[src/rtl/rf_pkg.sv]
// Shared register-file write types: entry record {rd,data}, source ids, round-robin pick.
// Latency: none (types and a pure combinational helper only).
// Backpressure: not applicable.
package rf_pkg;

    localparam int XLEN       = 32;
    localparam int REG_ADDR_W = 5;

    typedef struct packed {
        logic [REG_ADDR_W-1:0] rd;
        logic [XLEN-1:0]       data;
    } rf_entry_t;

    typedef enum logic {
        SRC0 = 1'b0,
        SRC1 = 1'b1
    } src_t;

    // Only one non-empty source wins outright; on a tie the source not granted last wins.
    function automatic src_t rr_pick(input logic s0_ne, input logic s1_ne, input src_t last);
        if (s0_ne && s1_ne) begin
            return (last == SRC0) ? SRC1 : SRC0;
        end else if (s1_ne) begin
            return SRC1;
        end
        return SRC0;
    endfunction

endpackage

[src/rtl/regfile_write_arbiter_wb_fifo.sv]
// Per-source write buffer: DEPTH-entry FIFO of {rd,data} with synchronous flush.
// Latency: an entry pushed at edge N is visible at head_o after edge N.
// Backpressure: full is based on the count at cycle start; a push into a full buffer is dropped even if it pops.
module wb_fifo
    import rf_pkg::*;
#(
    parameter int DEPTH = 2
) (
    input  logic                   clk,
    input  logic                   rst,
    input  logic                   flush_i,
    input  logic                   push_i,
    input  rf_entry_t              push_dat_i,
    input  logic                   pop_i,
    output rf_entry_t              head_o,
    output logic                   full_o,
    output logic                   empty_o,
    output logic [$clog2(DEPTH):0] count_o
);

    localparam int AW = $clog2(DEPTH);

    rf_entry_t       mem_q [DEPTH];
    logic [AW-1:0]   wr_ptr_q, wr_ptr_d;
    logic [AW-1:0]   rd_ptr_q, rd_ptr_d;
    logic [AW:0]     count_q, count_d;
    logic            push_ok, pop_ok;

    assign full_o  = (count_q == (AW+1)'(DEPTH));
    assign empty_o = (count_q == '0);
    assign count_o = count_q;
    assign head_o  = mem_q[rd_ptr_q];

    // Next pointers and count; flush wins over any push or pop in the same cycle.
    always_comb begin
        push_ok  = push_i && !full_o && !flush_i;
        pop_ok   = pop_i && !empty_o && !flush_i;
        wr_ptr_d = push_ok ? wr_ptr_q + AW'(1) : wr_ptr_q;
        rd_ptr_d = pop_ok ? rd_ptr_q + AW'(1) : rd_ptr_q;
        count_d  = count_q;
        if (push_ok && !pop_ok) begin
            count_d = count_q + (AW+1)'(1);
        end else if (pop_ok && !push_ok) begin
            count_d = count_q - (AW+1)'(1);
        end
        if (flush_i) begin
            wr_ptr_d = '0;
            rd_ptr_d = '0;
            count_d  = '0;
        end
    end

    // Pointer and occupancy state.
    always_ff @(posedge clk or posedge rst) begin
        if (rst) begin
            wr_ptr_q <= '0;
            rd_ptr_q <= '0;
            count_q  <= '0;
        end else begin
            wr_ptr_q <= wr_ptr_d;
            rd_ptr_q <= rd_ptr_d;
            count_q  <= count_d;
        end
    end

    // Entry storage; contents are meaningless while empty so it needs no reset.
    always_ff @(posedge clk) begin
        if (push_ok) begin
            mem_q[wr_ptr_q] <= push_dat_i;
        end
    end

endmodule

[src/rtl/regfile_write_arbiter.sv]
// Two-source register-file write arbiter: per-source buffers, round-robin pop, registered write port.
// Latency: entry accepted at edge N is popped and driven on regwrite/writereg/write_data at edge N+1.
// Backpressure: sN_ready drops while buffer N is full; one pop per cycle shared between sources.
module regfile_write_arbiter
    import rf_pkg::*;
#(
    parameter int DEPTH = 2
) (
    input  logic                  clk,
    input  logic                  rst,
    input  logic                  flush,
    input  logic                  s0_valid,
    output logic                  s0_ready,
    input  logic [REG_ADDR_W-1:0] s0_rd,
    input  logic [XLEN-1:0]       s0_data,
    input  logic                  s1_valid,
    output logic                  s1_ready,
    input  logic [REG_ADDR_W-1:0] s1_rd,
    input  logic [XLEN-1:0]       s1_data,
    output logic                  regwrite,
    output logic [REG_ADDR_W-1:0] writereg,
    output logic [XLEN-1:0]       write_data,
    output logic                  busy
);

    rf_entry_t               s0_head, s1_head, head;
    logic                    s0_full, s1_full, s0_empty, s1_empty;
    logic [$clog2(DEPTH):0]  s0_cnt, s1_cnt;
    logic                    pop_any, s0_pop, s1_pop;
    src_t                    grant;

    logic                    regwrite_q, regwrite_d;
    logic [REG_ADDR_W-1:0]   writereg_q, writereg_d;
    logic [XLEN-1:0]         write_data_q, write_data_d;
    src_t                    last_grant_q, last_grant_d;

    wb_fifo #(.DEPTH(DEPTH)) u_buf0 (
        .clk        (clk),
        .rst        (rst),
        .flush_i    (flush),
        .push_i     (s0_valid),
        .push_dat_i ({s0_rd, s0_data}),
        .pop_i      (s0_pop),
        .head_o     (s0_head),
        .full_o     (s0_full),
        .empty_o    (s0_empty),
        .count_o    (s0_cnt)
    );

    wb_fifo #(.DEPTH(DEPTH)) u_buf1 (
        .clk        (clk),
        .rst        (rst),
        .flush_i    (flush),
        .push_i     (s1_valid),
        .push_dat_i ({s1_rd, s1_data}),
        .pop_i      (s1_pop),
        .head_o     (s1_head),
        .full_o     (s1_full),
        .empty_o    (s1_empty),
        .count_o    (s1_cnt)
    );

    assign s0_ready   = !s0_full;
    assign s1_ready   = !s1_full;
    assign regwrite   = regwrite_q;
    assign writereg   = writereg_q;
    assign write_data = write_data_q;
    assign busy       = (s0_cnt != '0) || (s1_cnt != '0) || regwrite_q;

    // Pick a source, pop its head and form the next write-port values; x0 writes are dropped.
    always_comb begin
        grant        = rr_pick(!s0_empty, !s1_empty, last_grant_q);
        pop_any      = (!s0_empty || !s1_empty) && !flush;
        s0_pop       = pop_any && (grant == SRC0);
        s1_pop       = pop_any && (grant == SRC1);
        head         = (grant == SRC1) ? s1_head : s0_head;
        regwrite_d   = 1'b0;
        writereg_d   = writereg_q;
        write_data_d = write_data_q;
        last_grant_d = last_grant_q;
        if (pop_any) begin
            last_grant_d = grant;
            if (head.rd != '0) begin
                regwrite_d   = 1'b1;
                writereg_d   = head.rd;
                write_data_d = head.data;
            end
        end
    end

    // Registered write port and arbitration history; SRC1 at reset lets source 0 win the first tie.
    always_ff @(posedge clk or posedge rst) begin
        if (rst) begin
            regwrite_q   <= 1'b0;
            writereg_q   <= '0;
            write_data_q <= '0;
            last_grant_q <= SRC1;
        end else begin
            regwrite_q   <= regwrite_d;
            writereg_q   <= writereg_d;
            write_data_q <= write_data_d;
            last_grant_q <= last_grant_d;
        end
    end

endmodule

[config.mk]
export PLATFORM = sky130hd
export DESIGN_NAME = regfile_write_arbiter
export DESIGN_NICKNAME = d
export VERILOG_FILES = /design/src/rtl/rf_pkg.sv /design/src/rtl/regfile_write_arbiter_wb_fifo.sv /design/src/rtl/regfile_write_arbiter.sv
export SDC_FILE = /design/constraint.sdc
export NUM_CORES = 1
export LEC_CHECK = 0
export ABC_AREA = 0
export BUFFER_PORTS_ARGS = -buffer_cell sky130_fd_sc_hd__buf_4
export CAP_MARGIN = 0
export CORE_AREA = 8 8 123 125
export DETAILED_ROUTE_END_ITERATION = 6
export DIE_AREA = 0 0 131 133
export PLACE_DENSITY_LB_ADDON = 0.3
export SYNTH_ARGS = -nofsm -noshare
export SYNTH_HDL_FRONTEND = slang
export SYNTH_SLANG_ARGS = --single-unit
[constraint.sdc]
create_clock -name clk -period 7.3 [get_ports clk]
set_input_delay 2.19 -clock clk [delete_from_list [all_inputs] [get_ports clk]]
set_output_delay 2.19 -clock clk [all_outputs]
set_load 0.02 [all_outputs]
==> results of run 1 <==
-- synth_stat cells, drive strengths merged --
cell type | count | share of area [%]
a31oi | 1 | 0.080
or4 | 2 | 0.19
a21oi | 2 | 0.13
o31ai | 1 | 0.096
o22ai | 2 | 0.24
xor2 | 3 | 0.34
nor3 | 3 | 0.19
nor2b | 1 | 0.080
o2bb2ai | 1 | 0.11
mux2 | 37 | 6.7
mux2i | 110 | 14
nor3b | 3 | 0.29
a2111oi | 1 | 0.35
or2 | 3 | 0.24
clkbuf | 1 | 0.048
a22oi | 1 | 0.096
dfstp | 1 | 0.34
nand2 | 7 | 0.34
buf | 17 | 1.3
nand2b | 4 | 0.32
edfxtp | 148 | 57
nor4 | 2 | 0.16
a21o | 1 | 0.096
or2b | 1 | 0.096
o21ai | 4 | 0.31
and2 | 1 | 0.096
inv | 1 | 0.048
nor2 | 9 | 0.43
dfrtp | 46 | 15
nor4b | 1 | 0.11
nand3b | 1 | 0.096
a22o | 1 | 0.11
xnor2 | 2 | 0.22
a221oi | 1 | 0.34
o21a | 2 | 0.19
nand3 | 2 | 0.13
-- metal layers --
layer / wire, um / up-vias / track usage, %
met5: 0 / - / 0
met4: 206 / 0 / 7.34
met3: 1110 / 16 / 5.50
met2: 7820 / 124 / 30.7
met1: 6380 / 2012 / 23.0
li1: - / 1898 / -
-- flip-flops by register name (all words and copies together), names as in the netlist --
register         count
u_buf1.rd_ptr_q      1
write_data          32
u_buf1.wr_ptr_q      1
u_buf0.count_o       2
u_buf1.mem_q        74
u_buf1.count_o       2
u_buf0.rd_ptr_q      1
last_grant_q         1
writereg             5
regwrite             1
u_buf0.wr_ptr_q      1
u_buf0.mem_q        74
-- cell usage in the layout (no fill, tap or decap), drive strengths merged, types with 3 or more instances in the layout --
cell type	netlist	layout
nor3	3	3
buf	17	131
nand2b	4	4
o21ai	4	4
nor3b	3	3
clkinv	0	8
mux2	37	37
xor2	3	3
clkinvlp	0	3
dfrtp	46	46
nor2	9	9
or2	3	3
nand2	7	7
edfxtp	148	148
clkbuf	1	21
mux2i	110	110
-- power by group --
group / internal, mW / switching (mW)
combinational: 0.568 / 0.557
clock: 0.439 / 0.376
sequential: 1.37 / 0.121
total: 2.37 / 1.05
-- logic make-up (layout without fill, tap and decap cells) --
logic type                Yosys count  after routing  share of synthesized area (%)
buffers and inverters              19            164                           1.43
xor gates and xnor gates            5              5                          0.562
and+or+nand+nor                    40             40                           2.78
DFF                               195            195                           72.2
muxes                             147            147                           20.9
AOI/OAI and AO/OA                  18             18                           2.15
-- area by class of cell --
type	count	share of cell area, %
Sequential cell	195	59.7
Multi-Input combinational cell	210	22.0
Timing Repair Buffer	131	10.4
Clock buffer	21	4.78
Tap cell	176	2.34
Clock inverter	11	0.677
Inverter	1	0.0398
-- how the worst max path moves through the flow --
stage,startpoint,slack [ns],endpoint,depth (start not counted)
2_1_floorplan,s0_valid,1.78,u_buf0.mem_q[1][0]$_DFFE_PP_,2
3_3_place_gp,flush,2.69,write_data[16]$_DFFE_PP0P_,5
3_5_place_dp,flush,2.62,write_data[17]$_DFFE_PP0P_,5
4_1_cts,flush,3.08,write_data[17]$_DFFE_PP0P_,5
5_1_grt,flush,3.01,write_data[17]$_DFFE_PP0P_,5
6_report,flush,3.09,write_data[16]$_DFFE_PP0P_,5
-- metrics by stage --
step	setup WS (ns)	total power, mW	area (um^2)	std cells
4_1_cts	3.08	3.46	9420	745
2_1_floorplan	1.78	2.27	7790	424
5_1_grt	3.01	3.57	9420	745
3_3_place_gp	2.69	2.62	8910	713
6_report	3.09	3.42	9420	745
3_5_place_dp	2.62	2.65	8910	713
==> flow_summary.json, run 1 <==
{
  "reg2reg_slack_ns": 3.71,
  "timing.setup.tns_ns": 0,
  "crit_chain": "buf_4 > or2_2 > a221oi_4 > buf_4 > mux2_2",
  "syn_area_um2": 7790,
  "required_ns": 7.61,
  "crit_buf_inv": 2,
  "crit-reg2reg-launch": "u_buf1.rd_ptr_q$_DFFE_PP0P_",
  "initial_core_util_pct": 59.5,
  "critical_path_class": "input port to flip-flop",
  "crit_top_cell": "buf_4",
  "antenna_found_initial": 0,
  "post_cts_resized": 0,
  "cp-start-kind": "input port",
  "synthDistinctLibCells": 42,
  "finalClockSkew_ns": 0.00779,
  "endpoint_kind": "flip-flop",
  "clk_pin_slew_ns": 0.06,
  "clock-sinks": 195,
  "worst_slew_pin_slew_ns": 1.10,
  "grt.total_usage_pct": 18.8,
  "cts_tree": "done",
  "min_to": "write_data[12]$_DFFE_PP0P_",
  "postSynthAreaPerCell_um2": 18.4,
  "regArea_um2": 5620,
  "ant_nets": 0,
  "io_buffers": 119,
  "ys_warn_count": 0,
  "vias_per_cell": 5.44,
  "hold_depth": 1,
  "drtPass1Iterations": 4,
  "pwr_density_cell_nw_per_um2": 363,
  "cp_data_arrival_time_ns": 4.52,
  "ys_ff_latch": 195,
  "syn_nets": 503,
  "overflow": 0,
  "setup_viol": 0,
  "clock.fmax_mhz": 238,
  "critPathMaxStageDelay_ns": 0.83,
  "detail_route.iter0.violations": 285,
  "antenna_cells": 0,
  "finalMaxSlewViolations": 0,
  "worstRegToRegCells": 6,
  "finalHoldWorstSlack_ns": 0.512,
  "grt_setup_unrepaired": "false",
  "gp_congestion": 0.787,
  "ir_drop_v": 0.000183,
  "cts-htree-levels": 4,
  "cts_setup_buffers": 0,
  "synth_sequential_area_ratio_pct": 72.2,
  "cts_root_buf": "clkbuf_16",
  "fin_nets": 635,
  "multi_input_area_um2": 2080,
  "crit_fanout": 23,
  "fillers": 803,
  "syn_to_final_growth_pct": 21.0,
  "die_height_um": 133,
  "dp_hpwl_um": 10200,
  "drc": 0,
  "period_needed_ns": 4.21,
  "fp.dieW_um": 131,
  "postCtsHoldBufs": 0,
  "cts.path.max_buffers": 2,
  "slew_headroom_pct": 26.5,
  "num_vias": 4050,
  "grt_pass1_wl_um": 24100,
  "holdCritStartpoint": "write_data[12]$_DFFE_PP0P_",
  "wl_per_cell_um": 20.8,
  "grt_max_degree": 48,
  "finalHoldViolCount": 0,
  "grt_pass1_vias": 4488,
  "num_rows": 42,
  "post-route-period-util_pct": 57.6,
  "io_pins": 120,
  "die_area_um2": 17400,
  "regToRegEndpoint": "write_data[16]$_DFFE_PP0P_",
  "coreArea_um2": 13100,
  "max_cap_violations": 0,
  "drive_above_1_share_pct": 37.3,
  "cpMaxStageDelayCell": "a221oi_4",
  "syn_inst": 424,
  "final_core_util_pct": 72.0,
  "cts_made_buffers": 17,
  "leakagePower_nw": 3.71,
  "outcome": "finished, final reports clean",
  "hp-class": "flip-flop to flip-flop",
  "wirelength_um": 15500,
  "clk_latency_ns": 0.43,
  "crit_family": "compound AO/OA/AOI/OAI gates"
}
(Power assumes the default switching activity.)
==> inputs of run 2 (changes only) <==
--- a/config.mk
+++ b/config.mk
@@ -5,12 +5,12 @@
 export SDC_FILE = /design/constraint.sdc
 export NUM_CORES = 1
 export LEC_CHECK = 0
-export ABC_AREA = 0
+export ABC_AREA = 1
 export BUFFER_PORTS_ARGS = -buffer_cell sky130_fd_sc_hd__buf_4
 export CAP_MARGIN = 0
-export CORE_AREA = 8 8 123 125
+export CORE_AREA = 8 8 134 136
 export DETAILED_ROUTE_END_ITERATION = 6
-export DIE_AREA = 0 0 131 133
+export DIE_AREA = 0 0 142 144
 export PLACE_DENSITY_LB_ADDON = 0.3
 export SYNTH_ARGS = -nofsm -noshare
 export SYNTH_HDL_FRONTEND = slang
==> constraint.sdc (replaced) <==
create_clock -name clk -period 3.6 [get_ports clk]
set_input_delay 1.08 -clock clk [delete_from_list [all_inputs] [get_ports clk]]
set_output_delay 1.08 -clock clk [all_outputs]
set_load 0.02 [all_outputs]
==> flow_summary.json, run 2 <==
{
  "instances_no_fill": 1047,
  "timing.setup.tns_ns": 0,
  "synth_edf_count": 148,
  "finalHoldViolCount": 0,
  "io_buffers": 119,
  "cts-htree-levels": 4,
  "grt_pass1_wl_um": 28200,
  "ys_top_cells_by_count": "nand2_1, edfxtp_1, inv_1",
  "gp_congestion": 0.855,
  "leakagePower_nw": 3.97,
  "synth_area_leaders": "edfxtp_1, dfrtp_1, nand2_1",
  "syn_inst": 702,
  "cp-start-kind": "flip-flop",
  "synthMuxAreaShare_pct": 0,
  "yosysMostFrequentCell": "nand2_1",
  "detail_route.iter0.violations": 464,
  "grt_pass1_vias": 5485,
  "drive_above_1_share_pct": 23.0,
  "vias_per_cell": 5.19,
  "regArea_um2": 5620,
  "yosysTopAreaCell": "edfxtp_1",
  "cts_root_buf": "clkbuf_16",
  "mostFrequentLayoutCells": "nand2_1, edfxtp_1, buf_4",
  "setup_viol": 0,
  "synth_top_family_by_area": "simple AND/OR/NAND/NOR gates",
  "synthArstFlopShare_pct": 24.1,
  "worstRegToRegCells": 9,
  "ys_ff_latch": 195,
  "hold_depth": 2,
  "crit_fanout": 4,
  "p_int_mw": 4.81,
  "finalMaxSlewViolations": 0,
  "initial_core_util_pct": 49.5,
  "cts_setup_buffers": 0,
  "postCtsHoldBufs": 0,
  "max_cap_violations": 0,
  "netSwitchingPower_mw": 3.05,
  "ant_nets": 0,
  "wl_per_cell_um": 17.1,
  "fp.dieW_um": 142,
  "cts.path.max_buffers": 2,
  "clk_pin_slew_ns": 0.06,
  "synth_compound_area_share_pct": 6.56,
  "cts_tree": "done",
  "die_area_um2": 20400,
  "syn_nets": 781,
  "cts_made_buffers": 17,
  "overflow": 0,
  "synth_fa_ha_area_share_pct": 0,
  "ys_warn_count": 0,
  "combPwrFrac_pct": 39.2,
  "postSynthAreaPerCell_um2": 11.3,
  "grt_setup_unrepaired": "false",
  "post_cts_resized": 0,
  "pwr_density_cell_nw_per_um2": 825,
  "clk_latency_ns": 0.43,
  "required_ns": 2.52,
  "worst_slew_pin_slew_ns": 1.07,
  "die_height_um": 144,
  "p_seq_share_pct": 40.0,
  "hp-class": "flip-flop to flip-flop",
  "outcome": "finished, final reports clean",
  "multi_input_area_um2": 1950,
  "antenna_cells": 0,
  "place_area_um2": 9030,
  "synthXorXnorAreaFrac_pct": 0.220,
  "fillers": 1282,
  "grt.total_usage_pct": 18.2,
  "drc": 0,
  "syn_area_um2": 7950,
  "layout_commonest_cell": "nand2_1",
  "clkPwrFrac_pct": 20.8,
  "io_pins": 120,
  "cp_data_arrival_time_ns": 1.59,
  "synthDistinctLibCells": 31,
  "fin_nets": 893,
  "num_vias": 5431,
  "finalClockSkew_ns": 0.0115,
  "post-route-period-util_pct": 74.0,
  "endpoint_kind": "primary output",
  "critical_path_class": "flip-flop to primary output",
  "coreArea_um2": 16100,
  "dp_hpwl_um": 11800,
  "grt_max_degree": 67,
  "yosys.area.top_type_share_pct": 55.9,
  "ys.flop_type": "edfxtp_1",
  "num_rows": 47,
  "drtPass1Iterations": 5,
  "synth_sequential_area_ratio_pct": 70.7,
  "antenna_found_initial": 0,
  "clock.fmax_mhz": 375,
  "clock-sinks": 195,
  "wirelength_um": 17900,
  "dp.cells": 1015,
  "ir_drop_v": 0.000495,
  "fin_area_um2": 9530,
  "swShare_pct": 38.8,
  "synth-simple-area-share_pct": 17.1,
  "slew_headroom_pct": 28.5,
  "period_needed_ns": 2.67,
  "syn_to_final_growth_pct": 19.9
}
## run 2: changes by cell type in the layout (fill, tap and decap cells not counted), sizes merged, moves of 36 or more
cell / delta
nand3: +48
inv: +57
nand2: +219
nor2: +36
o21ai: +48
mux2: -37
mux2i: -110
## run 2: cells by family (layout without fill, tap and decap cells)
logic type                count (synthesis)  count (layout)
and+or+nand+nor                         322             322
DFF                                     195             195
buffers and inverters                    93             218
AOI/OAI and AO/OA                        90              90
xor gates and xnor gates                  2               2
## run 2: metrics by stage
step	total power [mW]	hold slack [ns]	setup WS [ns]	util, %
finish	7.86	0.476	0.935	59.4
global route	8.39	0.498	0.712	59.4
CTS	7.93	0.483	0.933	59.4
detailed placement	6.28	0.465	0.871	56.3
global placement	6.19	0.460	0.906	56.3
floorplan	5.32	0.480	0.238	-
## run 2: final timing paths
check,start,to,slack (ns)
worst max-delay path,u_buf1.count_o[1]$_DFFE_PP0P_,busy,0.93
worst min-delay path,write_data[3]$_DFFE_PP0P_,write_data[3]$_DFFE_PP0P_,0.48
worst max register to register,u_buf0.rd_ptr_q$_DFFE_PP0P_,write_data[28]$_DFFE_PP0P_,0.96
worst min register to register,write_data[3]$_DFFE_PP0P_,write_data[3]$_DFFE_PP0P_,0.48
max in group asynchronous,rst,u_buf1.rd_ptr_q$_DFFE_PP0P_,1.95
min in group asynchronous,rst,u_buf0.rd_ptr_q$_DFFE_PP0P_,0.93
## run 2: power groups by stage
stage,Sequential (mW),Combinational [mW],Clock [mW]
6_report,3.15,3.09,1.63
5_1_grt,3.19,3.43,1.76
4_1_cts,3.15,3.12,1.66
3_5_place_dp,3.19,3.09,0
3_3_place_gp,3.18,3.01,0
2_1_floorplan,3.34,1.98,0
## run 2: area by class of cell
class                           count  area share (%)
Sequential cell                   195            59.0
Inverter                           58            2.28
Clock buffer                       26            4.92
Clock inverter                      6           0.354
Tap cell                          220            2.89
Multi-Input combinational cell    414            20.5
Timing Repair Buffer              128            10.1
## run 2: worst max-delay path, cell delays in order, from the launching register on
cell and delay [ns]:
dfrtp_1 0.42, nor2_1 0.44, nand3b_1 0.12, buf_4 0.18
## run 2: layer usage
| metal | part of all wire, % | vias up | track usage (%) |
|---|---|---|---|
| met5 | 0 | - | 0 |
| met4 | 1.6 | 0 | 6.61 |
| met3 | 6.8 | 25 | 4.82 |
| li1 | - | 2585 | - |
| met2 | 48 | 188 | 29.5 |
| met1 | 44 | 2633 | 23.2 |
